**src/rtl/display_buffer_n.sv**
```systemverilog
// N-digit seven-segment display buffer: positional/shift entry, leading-zero
// blanking, error blink, and parallel plus time-multiplexed segment outputs.
module display_buffer_n #(
  parameter int NUM_DIGITS = 8,
  parameter bit ACTIVE_LOW = 1'b1,
  parameter int BLINK_DIV  = 25_000_000,
  parameter int MUX_DIV    = 50_000
) (
  input  logic                          clock,
  input  logic                          reset,
  input  logic                          clear,
  input  logic                          shift_en,
  input  logic                          wr_en,
  input  logic [$clog2(NUM_DIGITS)-1:0] wr_pos,
  input  logic [3:0]                    wr_dig,
  input  logic                          wr_dp,
  input  logic                          lz_blank,
  input  logic [1:0]                    status,
  output logic [NUM_DIGITS*8-1:0]       seg,
  output logic [7:0]                    scan_seg,
  output logic [NUM_DIGITS-1:0]         scan_an
);

  localparam int PW = $clog2(NUM_DIGITS);
  localparam int BW = (BLINK_DIV > 1) ? $clog2(BLINK_DIV) : 1;
  localparam int MW = (MUX_DIV > 1) ? $clog2(MUX_DIV) : 1;
  localparam logic [BW-1:0] BLINK_LAST = BW'(BLINK_DIV - 1);
  localparam logic [MW-1:0] MUX_LAST   = MW'(MUX_DIV - 1);
  localparam logic [PW-1:0] IDX_LAST   = PW'(NUM_DIGITS - 1);
  localparam logic          OFF        = ACTIVE_LOW;

  logic [3:0]            code_q [NUM_DIGITS];
  logic [3:0]            code_d [NUM_DIGITS];
  logic [NUM_DIGITS-1:0] dp_q, dp_d;

  logic [BW-1:0] blink_cnt_q, blink_cnt_d;
  logic          phase_q, phase_d;

  logic [MW-1:0] div_q, div_d;
  logic [PW-1:0] idx_q, idx_d;

  logic [NUM_DIGITS*8-1:0] seg_q, seg_d;
  logic [7:0]              scan_seg_q, scan_seg_d;
  logic [NUM_DIGITS-1:0]   scan_an_q, scan_an_d;

  logic [NUM_DIGITS-1:0] lzb;
  logic                  err;
  logic                  lit;

  function automatic logic [6:0] dec7(input logic [3:0] c);
    logic [6:0] s;
    case (c)
      4'h0:    s = 7'b1111110;
      4'h1:    s = 7'b0110000;
      4'h2:    s = 7'b1101101;
      4'h3:    s = 7'b1111001;
      4'h4:    s = 7'b0110011;
      4'h5:    s = 7'b1011011;
      4'h6:    s = 7'b1011111;
      4'h7:    s = 7'b1110000;
      4'h8:    s = 7'b1111111;
      4'h9:    s = 7'b1111011;
      4'hA:    s = 7'b0000001;
      4'hB:    s = 7'b1001111;
      4'hC:    s = 7'b0000101;
      4'hD:    s = 7'b0011101;
      default: s = 7'b0000000;
    endcase
    return s;
  endfunction

  always_comb begin
    code_d = code_q;
    dp_d   = dp_q;
    if (clear) begin
      for (int k = 0; k < NUM_DIGITS; k++) code_d[k] = 4'hF;
      dp_d = '0;
    end else if (shift_en) begin
      for (int k = NUM_DIGITS - 1; k >= 1; k--) begin
        code_d[k] = code_q[k-1];
        dp_d[k]   = dp_q[k-1];
      end
      code_d[0] = wr_dig;
      dp_d[0]   = wr_dp;
    end else if (wr_en) begin
      // out-of-range positions match no digit and are dropped
      for (int k = 0; k < NUM_DIGITS; k++) begin
        if (wr_pos == PW'(k)) begin
          code_d[k] = wr_dig;
          dp_d[k]   = wr_dp;
        end
      end
    end
  end

  always_comb begin
    logic run;
    lzb = '0;
    run = lz_blank;
    for (int k = NUM_DIGITS - 1; k >= 1; k--) begin
      lzb[k] = run && (code_q[k] == 4'h0) && !dp_q[k];
      // blank characters keep the run going; anything else visible ends it
      run = run && !dp_q[k] &&
            ((code_q[k] == 4'h0) || (code_q[k] >= 4'hE));
    end
  end

  assign err = (status == 2'b11);
  assign lit = !err || phase_q;

  always_comb begin
    blink_cnt_d = '0;
    phase_d     = 1'b1;
    if (err) begin
      if (blink_cnt_q == BLINK_LAST) begin
        blink_cnt_d = '0;
        phase_d     = !phase_q;
      end else begin
        blink_cnt_d = blink_cnt_q + 1'b1;
        phase_d     = phase_q;
      end
    end
  end

  always_comb begin
    logic [7:0] raw;
    seg_d = '0;
    for (int k = 0; k < NUM_DIGITS; k++) begin
      raw = {dec7(code_q[k]), dp_q[k]};
      if (lzb[k] || !lit) raw = 8'h00;
      seg_d[k*8 +: 8] = ACTIVE_LOW ? ~raw : raw;
    end
  end

  always_comb begin
    div_d = div_q + 1'b1;
    idx_d = idx_q;
    if (div_q == MUX_LAST) begin
      div_d = '0;
      idx_d = (idx_q == IDX_LAST) ? '0 : idx_q + 1'b1;
    end
  end

  always_comb begin
    scan_seg_d = {8{OFF}};
    scan_an_d  = {NUM_DIGITS{OFF}};
    for (int k = 0; k < NUM_DIGITS; k++) begin
      if (idx_q == PW'(k)) begin
        scan_seg_d   = seg_q[k*8 +: 8];
        scan_an_d[k] = !OFF;
      end
    end
  end

  always_ff @(posedge clock or negedge reset) begin
    if (!reset) begin
      for (int k = 0; k < NUM_DIGITS; k++) code_q[k] <= 4'hF;
      dp_q        <= '0;
      blink_cnt_q <= '0;
      phase_q     <= 1'b1;
      div_q       <= '0;
      idx_q       <= '0;
      seg_q       <= {(NUM_DIGITS*8){OFF}};
      scan_seg_q  <= {8{OFF}};
      scan_an_q   <= {NUM_DIGITS{OFF}};
    end else begin
      code_q      <= code_d;
      dp_q        <= dp_d;
      blink_cnt_q <= blink_cnt_d;
      phase_q     <= phase_d;
      div_q       <= div_d;
      idx_q       <= idx_d;
      seg_q       <= seg_d;
      scan_seg_q  <= scan_seg_d;
      scan_an_q   <= scan_an_d;
    end
  end

  assign seg      = seg_q;
  assign scan_seg = scan_seg_q;
  assign scan_an  = scan_an_q;

endmodule

```
**config.mk**
```make
export PLATFORM = sky130hd
export DESIGN_NAME = display_buffer_n
export DESIGN_NICKNAME = d
export VERILOG_FILES = /design/src/rtl/display_buffer_n.sv
export SDC_FILE = /design/constraint.sdc
export NUM_CORES = 1
export LEC_CHECK = 0
export ABC_AREA = 0
export BUFFER_PORTS_ARGS = -buffer_cell sky130_fd_sc_hd__buf_4
export CORE_MARGIN = 8
export CORE_UTILIZATION = 54
export DETAILED_ROUTE_END_ITERATION = 12
export PLACE_DENSITY_LB_ADDON = 0.2
export SLEW_MARGIN = 10
export SYNTH_ARGS = -nofsm -noshare
export SYNTH_HDL_FRONTEND = slang
export SYNTH_SLANG_ARGS = --single-unit
export TNS_END_PERCENT = 20
```
**constraint.sdc**
```tcl
create_clock -name clock -period 2.28 [get_ports clock]
set_input_delay 0.342 -clock clock [delete_from_list [all_inputs] [get_ports clock]]
set_output_delay 0.342 -clock clock [all_outputs]
set_load 0.01 [all_outputs]
```
==> results.md, run 1 <==
- I/O pin count: 96
- Avg Inst Size Synth: 9.26 um^2
- Grt total ovfl: 0
- Routed WL: 22600 um
- Routed Antenna Nets: 0
- Top FF cell, synth: dfstp_2
- Clock sinks: 165
- Pleak: 4.80 nW
- HPWL after DPL: 16800 um
- Total GRT Usage: 0.223
- Drt wl/cell: 17.0 um
- Synthesized flop and latch total: 165
- Post-synthesis instance total: 967
- Worst EP required: 2.65 ns
- Top cell by count, worst path: or4b_4
- Post-synth ARST share: 1.00
- Worst path arrival time: 2.76 ns
- Total power: 8.15 mW
- First-pass GRT wire length: 36400 um
- Final Max Tran Viols: 0
- Failing checks: negative setup slack
- Non-filler cells, final: 1330
- ANT cells: 0
- Clock Pin Slew Worst Setup and Hold Paths: 0.06 ns
- Root buf cell: clkbuf_16
- CTS H-Tree Depth: 4
- Netlist cell types: 54
- Number of instances in the placed design: 1293
- Nets: 1169
- Crit path launch type: flip-flop
- DRT Pass-1 Iters: 8
- EDFF count, synth: 0
- Delay-heaviest family, CP: simple AND/OR/NAND/NOR gates
- Commonest non-fill, non-tap cell in the layout: buf_4
- Peak VDD IR: 538 uV
- # rows: 47
- CTS tree: done
- CP Class: reg -> reg
- Core area: 0.0164 mm^2
- Tmin final: 2.39 ns
- Buf/Inv on CP: 1
- Hold Slack: 0.0655 ns
- Vias in the first global route: 6929
- RSZ-0062 raised after global routing: true
- HP Class: in -> reg
- Final Cycle Share: 1.05
- Sequential area share after synthesis: 0.477
- DR DRC count: 0
- Critical Path End Type: flip-flop
- Maximum clock path buffer count: 2
- Max incr delay on CP: 0.57 ns
- Chip width: 145 um
- Final setup viols: 12
- Initial Utilization: 0.546
- Synth warnings: 0
- Final hold violation count: 0
- Status: finished with violations
- Die ar.: 0.0210 mm^2
- CP Cell Sequence: inv_4, ha_4, or3b_4, a21o_1, or4b_4, or4b_4, nand3_2
- CP Max Fanout: 7
- Worst path slowest cell: or4b_4
- Clock skew: 0.0106 ns
- Pin count of the biggest net entering global routing: 72
- DR vias/cell: 5.43
- Iteration-0 DRC count of the detailed router: 478
- Max Clock Freq: 419 MHz
- Die height: 145 um
- GPL Wtd Cong: 0.897
- Synthesized area: 0.00895 mm^2
- Most frequent cells in the layout: buf_4, nor2_1, dfstp_2
- Area grow syn2layout: 22.5%
- Max cap viols: 0
- Setup WS pre-CTS: -0.281 ns
- I/O Buffers: 95
- Worst setup margin: -0.105 ns
- Worst slew margin: 0.295
- Layout cell share with drive strength beyond 1: 0.305
- Worst-Margin Slew: 1.05 ns
- P per Cell Area: 743 mW/mm^2
- Total CTS buffers: 17
- Via Count: 7223
- Initial antenna violation count: 0
- Syn Nets: 1039
- Clock latency on the worst-skew pair: 0.44 ns
per-layer routing:
metal / track usage / wire (um)
met5: 0 / 0
met4: 0.0717 / 388
met3: 0.0400 / 1110
met2: 0.359 / 10800
met1: 0.298 / 10300
synthesized netlist by cell type (3+ instances only):
cell type | n | area [um^2]
o221ai_1 | 3 | 26.3
nor4_1 | 5 | 31.3
o21ai_1 | 7 | 35.0
nand3_1 | 21 | 105
a21oi_1 | 65 | 325
a211oi_1 | 4 | 30.0
mux2_2 | 8 | 90.1
a221oi_1 | 9 | 78.8
o311a_1 | 8 | 80.1
xor2_1 | 9 | 78.8
ha_1 | 56 | 701
a31oi_1 | 30 | 188
inv_1 | 50 | 188
or3_1 | 3 | 18.8
o211ai_1 | 16 | 120
or2_2 | 9 | 56.3
nor3_1 | 19 | 95.1
xnor2_1 | 27 | 236
nor2_1 | 113 | 424
and4_1 | 4 | 35.0
o22ai_1 | 11 | 68.8
o21ai_0 | 66 | 330
nand2_1 | 106 | 398
nor3b_1 | 15 | 113
clkbuf_1 | 44 | 165
dfstp_2 | 113 | 2970
nand2b_1 | 21 | 131
nand4_1 | 10 | 62.6
nor2b_1 | 27 | 169
buf_2 | 3 | 15.0
dfrtp_1 | 52 | 1300
worst reg2reg max path, cell delays in order (launching register included):
cell     delay [ns]
dfstp_2        0.39
inv_4          0.06
ha_4           0.12
or3b_4         0.37
a21o_1         0.18
or4b_4         0.53
or4b_4         0.57
nand3_2        0.09
kinds of logic (layout without fill, tap and decap cells):
group                      after synthesis  count (layout)  synth area share
adders and majority gates               56              56            0.0783
and+or+nand+nor                        369             369             0.199
xor gates and xnor gates                36              36            0.0352
AOI/OAI and AO/OA                      233             233             0.156
buffers and inverters                   98             241            0.0415
muxes                                   10              10            0.0123
DFF                                    165             165             0.477
flip-flops by register name, indices dropped and copies added, names as in the netlist:
name / count
scan_an: 8
blink_cnt_q: 25
seg: 64
scan_seg: 8
code_q: 32
phase_q: 1
dp_q: 8
idx_q: 3
div_q: 16
what timing repair did:
action	4_1_cts	5_1_grt
hold buffers	1	0
setup endpoints to repair	20	21
pin swaps	6	3
endpoints found under the hold margin	25	0
setup buffers	3	1
resized for setup	7	0
metrics by stage:
step | instance area, um^2 | TNS [ns] | utilization
final | 11000 | -0.795 | 0.668
after global placement | 10300 | -1.64 | 0.627
after CTS | 11000 | -0.500 | 0.668
after detailed placement | 10300 | -2.00 | 0.627
after global routing | 11000 | -1.88 | 0.668
after floorplan | 9000 | -1.02 | -
final cells by class:
| type | instances | area, um^2 |
|---|---|---|
| Timing Repair Buffer | 159 | 1240 |
| Fill cell | 1294 | 5440 |
| Clock buffer | 21 | 460 |
| Tap cell | 220 | 275 |
| Clock inverter | 11 | 149 |
| Inverter | 50 | 195 |
| Multi-Input combinational cell | 704 | 4380 |
| Sequential cell | 165 | 4270 |
final timing paths:
path | startpoint | to | slack, ns | cells past startpoint
max | code_q[5] | seg[22] | -0.11 | 7
min | status[1] | phase_q | 0.07 | 2
max reg2reg | code_q[5] | seg[22] | -0.11 | 7
min reg2reg | seg[59] | scan_seg[3] | 0.47 | 2
max in group asynchronous | reset | seg[45] | 1.15 | 3
min in group asynchronous | reset | blink_cnt_q[22] | 0.39 | 2
where the power goes:
group / switching [mW] / internal [mW] / total (mW)
clock network: 1.18 / 1.79 / 2.97
logic: 0.792 / 0.717 / 1.51
registers: 0.277 / 3.39 / 3.67
Power figures use the tool's default switching activity.
==> run 2: changes to the inputs <==
--- a/config.mk
+++ b/config.mk
@@ -7,9 +7,11 @@
 export LEC_CHECK = 0
 export ABC_AREA = 0
 export BUFFER_PORTS_ARGS = -buffer_cell sky130_fd_sc_hd__buf_4
+export CORE_ASPECT_RATIO = 0.6
 export CORE_MARGIN = 8
 export CORE_UTILIZATION = 54
 export DETAILED_ROUTE_END_ITERATION = 12
+export GPL_ROUTABILITY_DRIVEN = 1
 export PLACE_DENSITY_LB_ADDON = 0.2
 export SLEW_MARGIN = 10
 export SYNTH_ARGS = -nofsm -noshare
==> results.md, run 2 (same netlist as run 1, synthesis figures left out) <==
- First-pass GRT wire length: 38700 um
- Failing checks: negative setup slack
- Grt total ovfl: 0
- Non-filler cells, final: 1325
- Root buf cell: clkbuf_16
- Area grow syn2layout: 22.6%
- Clock latency on the worst-skew pair: 0.44 ns
- Met1 usage: 0.352
- Chip width: 182 um
- Critical Path End Type: flip-flop
- Clock skew: 0.00938 ns
- Met2 global-route usage: 0.330
- DRT Pass-1 Iters: 5
- Clock sinks: 165
- Critical path depth in cells: 7
- Worst Setup SP: code_q[5]
- Crit path to: seg[23]
- Status: finished with violations
- Pin count of the biggest net entering global routing: 67
- Switching share of total power: 0.285
- Core area: 0.0162 mm^2
- Final hold violation count: 0
- Delay-heaviest family, CP: simple AND/OR/NAND/NOR gates
- DR DRC count: 0
- CP Max Fanout: 7
- RSZ-0062 raised after global routing: true
- Total GRT Usage: 0.234
- Worst path arrival time: 2.77 ns
- CTS H-Tree Depth: 4
- Routed WL: 24300 um
- Pleak: 4.81 nW
- CP Cell Sequence: buf_4, buf_4, o211ai_1, a21o_1, or4b_4, or4b_4, nand2_2
- Worst-Margin Slew: 1.07 ns
- Setup WS pre-CTS: -0.303 ns
- Most frequent cells in the layout: buf_4, dfstp_2, nor2_1
- Reg2reg setup slack: -0.11 ns
- Via Count: 7483
- Max incr delay on CP: 0.58 ns
- DR vias/cell: 5.65
- Worst Reg-to-Reg Cells: 7
- Crit path launch type: flip-flop
- Tmin final: 2.39 ns
- ANT cells: 0
- Number of instances in the placed design: 1285
- Post-route setup TNS: -1.22 ns
- Commonest non-fill, non-tap cell in the layout: buf_4
- Largest register FFs: 64
- Max Clock Freq: 418 MHz
- Routed Antenna Nets: 0
- Worst EP required: 2.65 ns
- Iteration-0 DRC count of the detailed router: 711
- Worst path slowest cell: dfstp_2
- Sequential power share: 0.457
- Total CTS buffers: 17
- Die height: 116 um
- Met3 GRT Util: 0.0539
- Initial antenna violation count: 0
- P per Cell Area: 733 mW/mm^2
- Final setup viols: 16
- Reg-to-reg startpoint: code_q[5]
- # rows: 36
- Peak VDD IR: 589 uV
- Final core occ: 0.677
- CP Class: reg -> reg
- Die ar.: 0.0211 mm^2
- Worst slew margin: 0.281
- Clock power frac: 0.349
- Int Power: 5.76 mW
- Initial Utilization: 0.552
- Max cap viols: 0
- Nets: 1175
- CTS tree: done
- HPWL after DPL: 18000 um
- I/O pin count: 96
- GPL Wtd Cong: 0.947
- Comb power frac: 0.194
- Drt wl/cell: 18.3 um
- Clock Pin Slew Worst Setup and Hold Paths: 0.06 ns
- Vias in the first global route: 7011
- HP Class: in -> reg
- Maximum clock path buffer count: 2
- Layout cell share with drive strength beyond 1: 0.310
- Worst setup margin: -0.115 ns
- Buf/Inv on CP: 2
- Most Crowded Layer GR: met1
- Final Max Tran Viols: 0
- I/O Buffers: 95
- Psw: 2.29 mW
- Reg2reg end: seg[23]
- Final Cycle Share: 1.05
## run 2: cell count changes in the layout (fill, tap and decap cells not counted), sizes merged
cell / change
buf: +6
clkbuf: +3
inv: -3
bufinv: -1
clkinvlp: +1
## run 2: final cells by class
class	instances	area, um^2
clock buffer	24	462
clock inverter	8	101
fill	1268	5240
inverter	50	195
multi-input combinational	704	4400
sequential	165	4270
tap	209	262
timing repair buffer	165	1290
## run 2: metrics by stage
stage | power [mW] | instance area (um^2) | hold slack, ns
2_1_floorplan | 4.40 | 9000 | 0.0464
3_3_place_gp | 5.21 | 10300 | 0.345
3_5_place_dp | 5.24 | 10300 | 0.347
4_1_cts | 8.06 | 10900 | 0.0935
5_1_grt | 8.39 | 11000 | 0.0989
6_report | 8.05 | 11000 | 0.0964
## run 2: power by group through the flow
| stage | logic [mW] | clock network, mW | registers (mW) |
|---|---|---|---|
| after floorplan | 0.699 | 0 | 3.70 |
| after global placement | 1.50 | 0 | 3.71 |
| after detailed placement | 1.52 | 0 | 3.71 |
| after CTS | 1.55 | 2.84 | 3.67 |
| after global routing | 1.71 | 2.97 | 3.71 |
| final | 1.56 | 2.81 | 3.68 |
## run 2: metal layers
| layer | routed length [um] | share of wire |
|---|---|---|
| met5 | 0 | 0 |
| met4 | 365 | 0.015 |
| met3 | 1620 | 0.067 |
| met2 | 10100 | 0.42 |
| met1 | 12200 | 0.50 |
## run 2: timing repair
item / 4_1_cts / 5_1_grt
gates resized for setup: 5 / 10
buffers inserted: 6 / 1
pin swaps: 9 / 2
endpoints found under the hold margin: 14 / 0
endpoints found under the setup margin: 21 / 26
hold buffers: 1 / 0
## run 2: worst min path at each step
stage,start,to,slack [ns],cells past startpoint
final,status[1],phase_q,0.1,2
after global routing,status[1],phase_q,0.1,2
after CTS,status[1],phase_q,0.09,2
after detailed placement,reset,idx_q[0],0.35,1
after global placement,reset,idx_q[0],0.34,1
after floorplan,reset,blink_cnt_q[0],0.05,0
